## config.mk

```make
export PLATFORM = sky130hd
export DESIGN_NAME = fir_filter_mac
export DESIGN_NICKNAME = d
export VERILOG_FILES = /design/src/rtl/fir_filter_mac.sv
export SDC_FILE = /design/constraint.sdc
export NUM_CORES = 2
export LEC_CHECK = 0
export CORE_MARGIN = 5
export CORE_UTILIZATION = 61
export DETAILED_ROUTE_END_ITERATION = 7
export GPL_TIMING_DRIVEN = 1
export PLACE_DENSITY_LB_ADDON = 0.1
export SLEW_MARGIN = 40
export SYNTH_ARGS = -nofsm -noshare
export SYNTH_HDL_FRONTEND = slang
export SYNTH_MEMORY_MAX_BITS = 65536
export SYNTH_SLANG_ARGS = --single-unit
```

## constraint.sdc

```tcl
create_clock -name clk -period 12.6 [get_ports clk]
set_input_delay 1.89 -clock clk [delete_from_list [all_inputs] [get_ports clk]]
set_output_delay 1.89 -clock clk [all_outputs]
set_load 0.01 [all_outputs]
```

## src/rtl/fir_filter_mac.sv

```systemverilog
// -----------------------------------------------------------------------------
// fir_filter_mac
//   Time-multiplexed FIR filter: one multiplier, one accumulator, TAPS cycles
//   of MAC per accepted sample. Coefficients are written at runtime while the
//   block is idle. The result is rounded half-up, arithmetically shifted right
//   by SHIFT and saturated to WIDTH bits.
//
// Ports
//   clk        rising-edge clock
//   rst        synchronous active-high reset
//   in_data    input sample (signed)
//   in_valid   in_data valid
//   in_ready   block can accept a sample (only while idle)
//   coef_we    coefficient write strobe (honoured only while idle)
//   coef_addr  coefficient index
//   coef_data  coefficient value (signed)
//   out_data   filtered sample (signed), held between strobes
//   out_valid  one-cycle strobe, out_data updated in this cycle
// -----------------------------------------------------------------------------
module fir_filter_mac #(
    parameter int WIDTH      = 18,
    parameter int COEF_WIDTH = 18,
    parameter int TAPS       = 128,
    parameter int SHIFT      = 8,
    parameter int ACC_WIDTH  = WIDTH + COEF_WIDTH + $clog2(TAPS)
) (
    input  logic                       clk,
    input  logic                       rst,
    input  logic [WIDTH-1:0]           in_data,
    input  logic                       in_valid,
    output logic                       in_ready,
    input  logic                       coef_we,
    input  logic [$clog2(TAPS)-1:0]    coef_addr,
    input  logic [COEF_WIDTH-1:0]      coef_data,
    output logic [WIDTH-1:0]           out_data,
    output logic                       out_valid
);

    localparam int ADDR_W = $clog2(TAPS);
    localparam int PROD_W = WIDTH + COEF_WIDTH;
    localparam logic [ADDR_W-1:0] LAST_IDX = ADDR_W'(TAPS - 1);

    // Half an output LSB, expressed at accumulator scale (zero when SHIFT=0).
    localparam logic signed [ACC_WIDTH:0] ROUND_ADD = ((ACC_WIDTH+1)'(1) << SHIFT) >> 1;
    localparam logic signed [ACC_WIDTH:0] SAT_MAX =
        {{(ACC_WIDTH-WIDTH+2){1'b0}}, {(WIDTH-1){1'b1}}};
    localparam logic signed [ACC_WIDTH:0] SAT_MIN =
        {{(ACC_WIDTH-WIDTH+2){1'b1}}, {(WIDTH-1){1'b0}}};

    typedef enum logic [2:0] {CLEAR, IDLE, MAC, DRAIN, OUT} state_t;

    state_t state, state_next;

    logic signed [WIDTH-1:0]      delay_mem [TAPS];
    logic signed [COEF_WIDTH-1:0] coef_mem  [TAPS];

    logic [ADDR_W-1:0]            cnt;         // clear index, then tap index k
    logic [ADDR_W-1:0]            wp;          // newest sample lives at delay[wp]
    logic [ADDR_W-1:0]            rd_addr;
    logic signed [PROD_W-1:0]     prod;
    logic                         prod_valid;
    logic signed [ACC_WIDTH-1:0]  acc;
    logic signed [ACC_WIDTH-1:0]  acc_final;
    logic signed [ACC_WIDTH:0]    rounded;
    logic signed [ACC_WIDTH:0]    shifted;
    logic signed [WIDTH-1:0]      sat_value;

    // x[n-k] sits k entries behind the write pointer; ADDR_W-bit wrap gives mod TAPS.
    assign rd_addr = wp - cnt;

    // ---------------- FSM: state register ----------------
    // NOTE: every clocked process uses non-blocking assignments so all
    // registers update together from the values present before the edge.
    always_ff @(posedge clk) begin
        if (rst) state <= CLEAR;
        else     state <= state_next;
    end

    // ---------------- FSM: next state ----------------
    // NOTE: combinational outputs get a default first so no path leaves them
    // unassigned, which would otherwise infer a latch.
    always_comb begin
        state_next = state;
        case (state)
            CLEAR:   if (cnt == LAST_IDX) state_next = IDLE;
            IDLE:    if (in_valid)        state_next = MAC;
            MAC:     if (cnt == LAST_IDX) state_next = DRAIN;
            DRAIN:   state_next = OUT;
            OUT:     state_next = IDLE;
            default: state_next = CLEAR;
        endcase
    end

    // ---------------- FSM: outputs ----------------
    always_comb begin
        in_ready = (state == IDLE) && !rst;
    end

    // ---------------- Output arithmetic ----------------
    // DRAIN folds the last product in combinationally so the result can be
    // registered on the DRAIN->OUT edge and strobed during OUT.
    always_comb begin
        acc_final = acc + ACC_WIDTH'(prod);
        rounded   = (ACC_WIDTH+1)'(acc_final) + ROUND_ADD;
        shifted   = rounded >>> SHIFT;
        if (shifted > SAT_MAX)      sat_value = SAT_MAX[WIDTH-1:0];
        else if (shifted < SAT_MIN) sat_value = SAT_MIN[WIDTH-1:0];
        else                        sat_value = shifted[WIDTH-1:0];
    end

    // ---------------- Datapath registers ----------------
    always_ff @(posedge clk) begin
        if (rst) begin
            cnt        <= '0;
            wp         <= '0;
            acc        <= '0;
            prod       <= '0;
            prod_valid <= 1'b0;
            out_data   <= '0;
            out_valid  <= 1'b0;
        end else begin
            out_valid  <= 1'b0;
            prod_valid <= 1'b0;
            case (state)
                CLEAR: cnt <= cnt + 1'b1;       // wraps to 0 on leaving CLEAR
                IDLE: begin
                    if (in_valid) begin
                        acc <= '0;
                        cnt <= '0;
                    end
                end
                MAC: begin
                    prod       <= PROD_W'(coef_mem[cnt]) * PROD_W'(delay_mem[rd_addr]);
                    prod_valid <= 1'b1;
                    if (prod_valid) acc <= acc + ACC_WIDTH'(prod);
                    cnt <= cnt + 1'b1;          // wraps to 0 after the last tap
                end
                DRAIN: begin
                    acc       <= acc_final;
                    out_data  <= sat_value;
                    out_valid <= 1'b1;
                end
                OUT: wp <= wp + 1'b1;
                default: ;
            endcase
        end
    end

    // ---------------- Storage ----------------
    // NOTE: the arrays have no reset branch; CLEAR zeroes them one entry per
    // cycle, which keeps them mappable onto RAM.
    always_ff @(posedge clk) begin
        if (!rst) begin
            if (state == CLEAR) begin
                delay_mem[cnt] <= '0;
                coef_mem[cnt]  <= '0;
            end else if (state == IDLE) begin
                if (coef_we)  coef_mem[coef_addr] <= coef_data;
                if (in_valid) delay_mem[wp]       <= in_data;
            end
        end
    end

endmodule

```

==> run metrics <==
#FFs+latches synth 4,731; drt drc 0; WHS Endpoint acc[0]; Critical Path Start Type flip-flop; DP HPWL ~300,000 microns; Pins Over Slew Limit 0; crit path DAT 12.35 ns; ys async rst share 0; EDFF count, synth 4,608; fillers 19,930; placer congestion estimate 0.9077; Die H 577.7 microns; Crit Reg-Reg Startpoint wp[0]; Avg Inst Size Synth 20.61 sq um; first-pass GRT wire length 715,200 microns; final worst-path cycle share 0.9181; Slew headroom 0.3876; Worst-Skew Late Latency 1.00 ns; GRT overflow 0; Clock Sinks 4,731; total CTS buffers 457; combinational share of power 0.364; Worst Path Required 13.38 ns; ratio of total power to cell area between 200 and 250 mW/mm^2; most common cell after layout, fill and taps aside edfxtp_1; slowest stage delay, CP 1.16 ns; worst vdd ir 0.8770 mV; Area after DPL slightly above 0.2 sq mm; routed length on met3 45,490 microns; Mapped Area 0.1966 sq mm; wire per inst 33.17 microns; clk_skew 0.07224 ns; fin util 0.6878; Setup crit end kind flip-flop; met2 wire length about 240,000 microns; WHS Path Cells 2; largest net degree at the start of global routing ~110; Max Fclk 86.44 MHz; vias 98,270; die width around 580 microns; Longest Clk Path Bufs 4; vias in the first global route 100,600; Syn. warnings 0; classification of the worst-slack hold path reg -> reg; layout cells sized above 1 0.2833; Worst path slowest cell fa_4; Worst Tran Pin Value 0.9130 ns; Routed Antenna Nets 0; Site Rows 208; max_cap viols 0; nets@finish 10,590; r2r setup slk 1.03 ns; most frequent cells in the layout 4,608 x edfxtp_1, 1,476 x mux4_2, 461 x clkbuf_16; Clock Power Share 0.278; CTS tree built; sequential element share of the synthesized area 0.7164; Starting Density 0.6122; Final WS setup 1.032 ns; clk slew on worst S/H paths ~0.06 ns; Root Buffer clkbuf_16; H-tree levels 5; Layout area overhead 12.36%; Hold Buf Count CTS 0; I/O Buffers between 60 and 70; Static Leakage a little under 80 nW; DRT iter0 DRCs about 13,000; All-Layer GR Usage 0.2979; Cells after Synth 9,539; CP max FO 80; DR vias/cell ~6.7; switching pwr 15.70 mW; Post-Route WL 490,100 microns; DIE AREA 0.3337 sq mm; RR Endpoint prod[35]; R2R cell count 35; syn nets between 10,000 and 15,000; Final Cell Area 0.2209 sq mm; drt pass-1 iters 6; Hold WS 0.4585 ns; core box area 0.3211 sq mm; setup bufs post-CTS 0; hold_sp acc[0]; PostCTS Resize Cnt 0; Setup CP Type reg -> reg; prevailing post-synth register cell edfxtp_1; initial antenna violation count 15; Tmin final 11.57 ns; Int Pwr 31.96 mW; Setup Slack @ Placement 1.221 ns; setup total negative slack 0 ns; unrepaired setup endpoints after global routing false; final setup vio count 0; sw frac 0.3294; Synth cell types 97; status completed; DR top layer met5; Reg power frac 0.357; Met1 Wirelength 185,400 microns; final hold vios 0; IO Count 67
-- layout make-up --
type	instances	area, sq um	area share
clock buffers	572	12010	0.05438
clock inverters	283	2459	0.01113
well taps	4305	5386	0.02438
multi-input cells	3920	53530	0.2423
diodes	9	22.52	0.0001020
repair buffers	535	5057	0.02289
inverters	419	1573	0.007120
flip-flops and latches	4731	140900	0.6377
-- metrics by stage --
| stage | total power, mW | std cells |
|---|---|---|
| after CTS | 47.79 | 14760 |
| after floorplan | 30.26 | 9539 |
| after global placement | 34.40 | 13890 |
| final | 47.66 | 14770 |
| after global routing | 50.75 | 14770 |
| after detailed placement | 34.62 | 13900 |
-- power by group through the flow --
stage	clock (mW)	sequential (mW)	combinational [mW]
floorplan	0	17.4	12.9
global placement	0	17.4	17.0
detailed placement	0	17.4	17.3
CTS	13.4	17.0	17.4
global route	14.1	17.0	19.6
finish	13.3	17.0	17.4
-- critical path, delay by kind of cell (launching register included) --
family	cells	cell delay (ns)
DFF	1	0.41
buffers and inverters	7	0.98
and+or+nand+nor	1	0.21
AOI/OAI and AO/OA	14	3.59
adders and majority gates	9	4.57
muxes	4	1.50
-- worst max path at each step --
stage	slack [ns]	startpoint	to
floorplan	2.22	wp[0]	prod[35]
global placement	0.80	wp[0]	prod[35]
detailed placement	1.22	wp[0]	prod[35]
CTS	1.13	wp[0]	prod[35]
global route	0.80	wp[0]	prod[35]
finish	1.03	wp[0]	prod[35]
-- layer usage --
layer  GRT usage  vias up
met5           0        -
met4     0.09994        4
met3     0.04713      941
met1      0.4294    52320
met2      0.4781     5315
li1            -    39690
-- Yosys cell counts, types with 10 or more instances --
master,n,area share
a211oi_1,29,0.0011
a21o_1,36,0.0014
a21oi_1,111,0.0028
a22oi_1,35,0.0013
a31oi_1,17,0.00054
and2_1,70,0.0022
and3_1,21,0.00067
buf_1,139,0.0027
buf_2,20,0.00051
clkbuf_1,307,0.0059
dfxtp_1,123,0.013
edfxtp_1,4608,0.70
fa_1,332,0.034
ha_1,143,0.0091
inv_1,417,0.0080
mux2_2,13,0.00074
mux2i_1,34,0.0017
mux4_2,1476,0.17
nand2_1,452,0.0086
nand2b_1,47,0.0015
nand3_1,82,0.0021
nand3b_1,12,0.00046
nand4_1,21,0.00067
nor2_1,532,0.010
nor2b_1,28,0.00089
nor3_1,30,0.00076
o211ai_1,24,0.00092
o21a_1,13,0.00050
o21ai_0,66,0.0017
o21bai_1,17,0.00065
o31ai_1,10,0.00038
or2_2,15,0.00048
or3_1,12,0.00038
xnor2_1,63,0.0028
xor2_1,33,0.0015
-- registers in the layout (all words and copies together) (netlist names), named ones only --
register and count:
acc 43, cnt 7, coef_mem 2304, delay_mem 2304, out_data 18, out_valid 1
prod 36, prod_valid 1, state 3, wp 7
-- cells by family after synthesis --
logic type / Yosys count / share of synthesized area
compound gates: 460 / 0.01643
xor+xnor: 98 / 0.004442
fa+ha+maj: 475 / 0.04291
buf+inv: 888 / 0.01720
flops: 4731 / 0.7164
mux: 1525 / 0.1717
simple gates: 1362 / 0.03095
No activity file was read; power rests on OpenSTA's default activity.
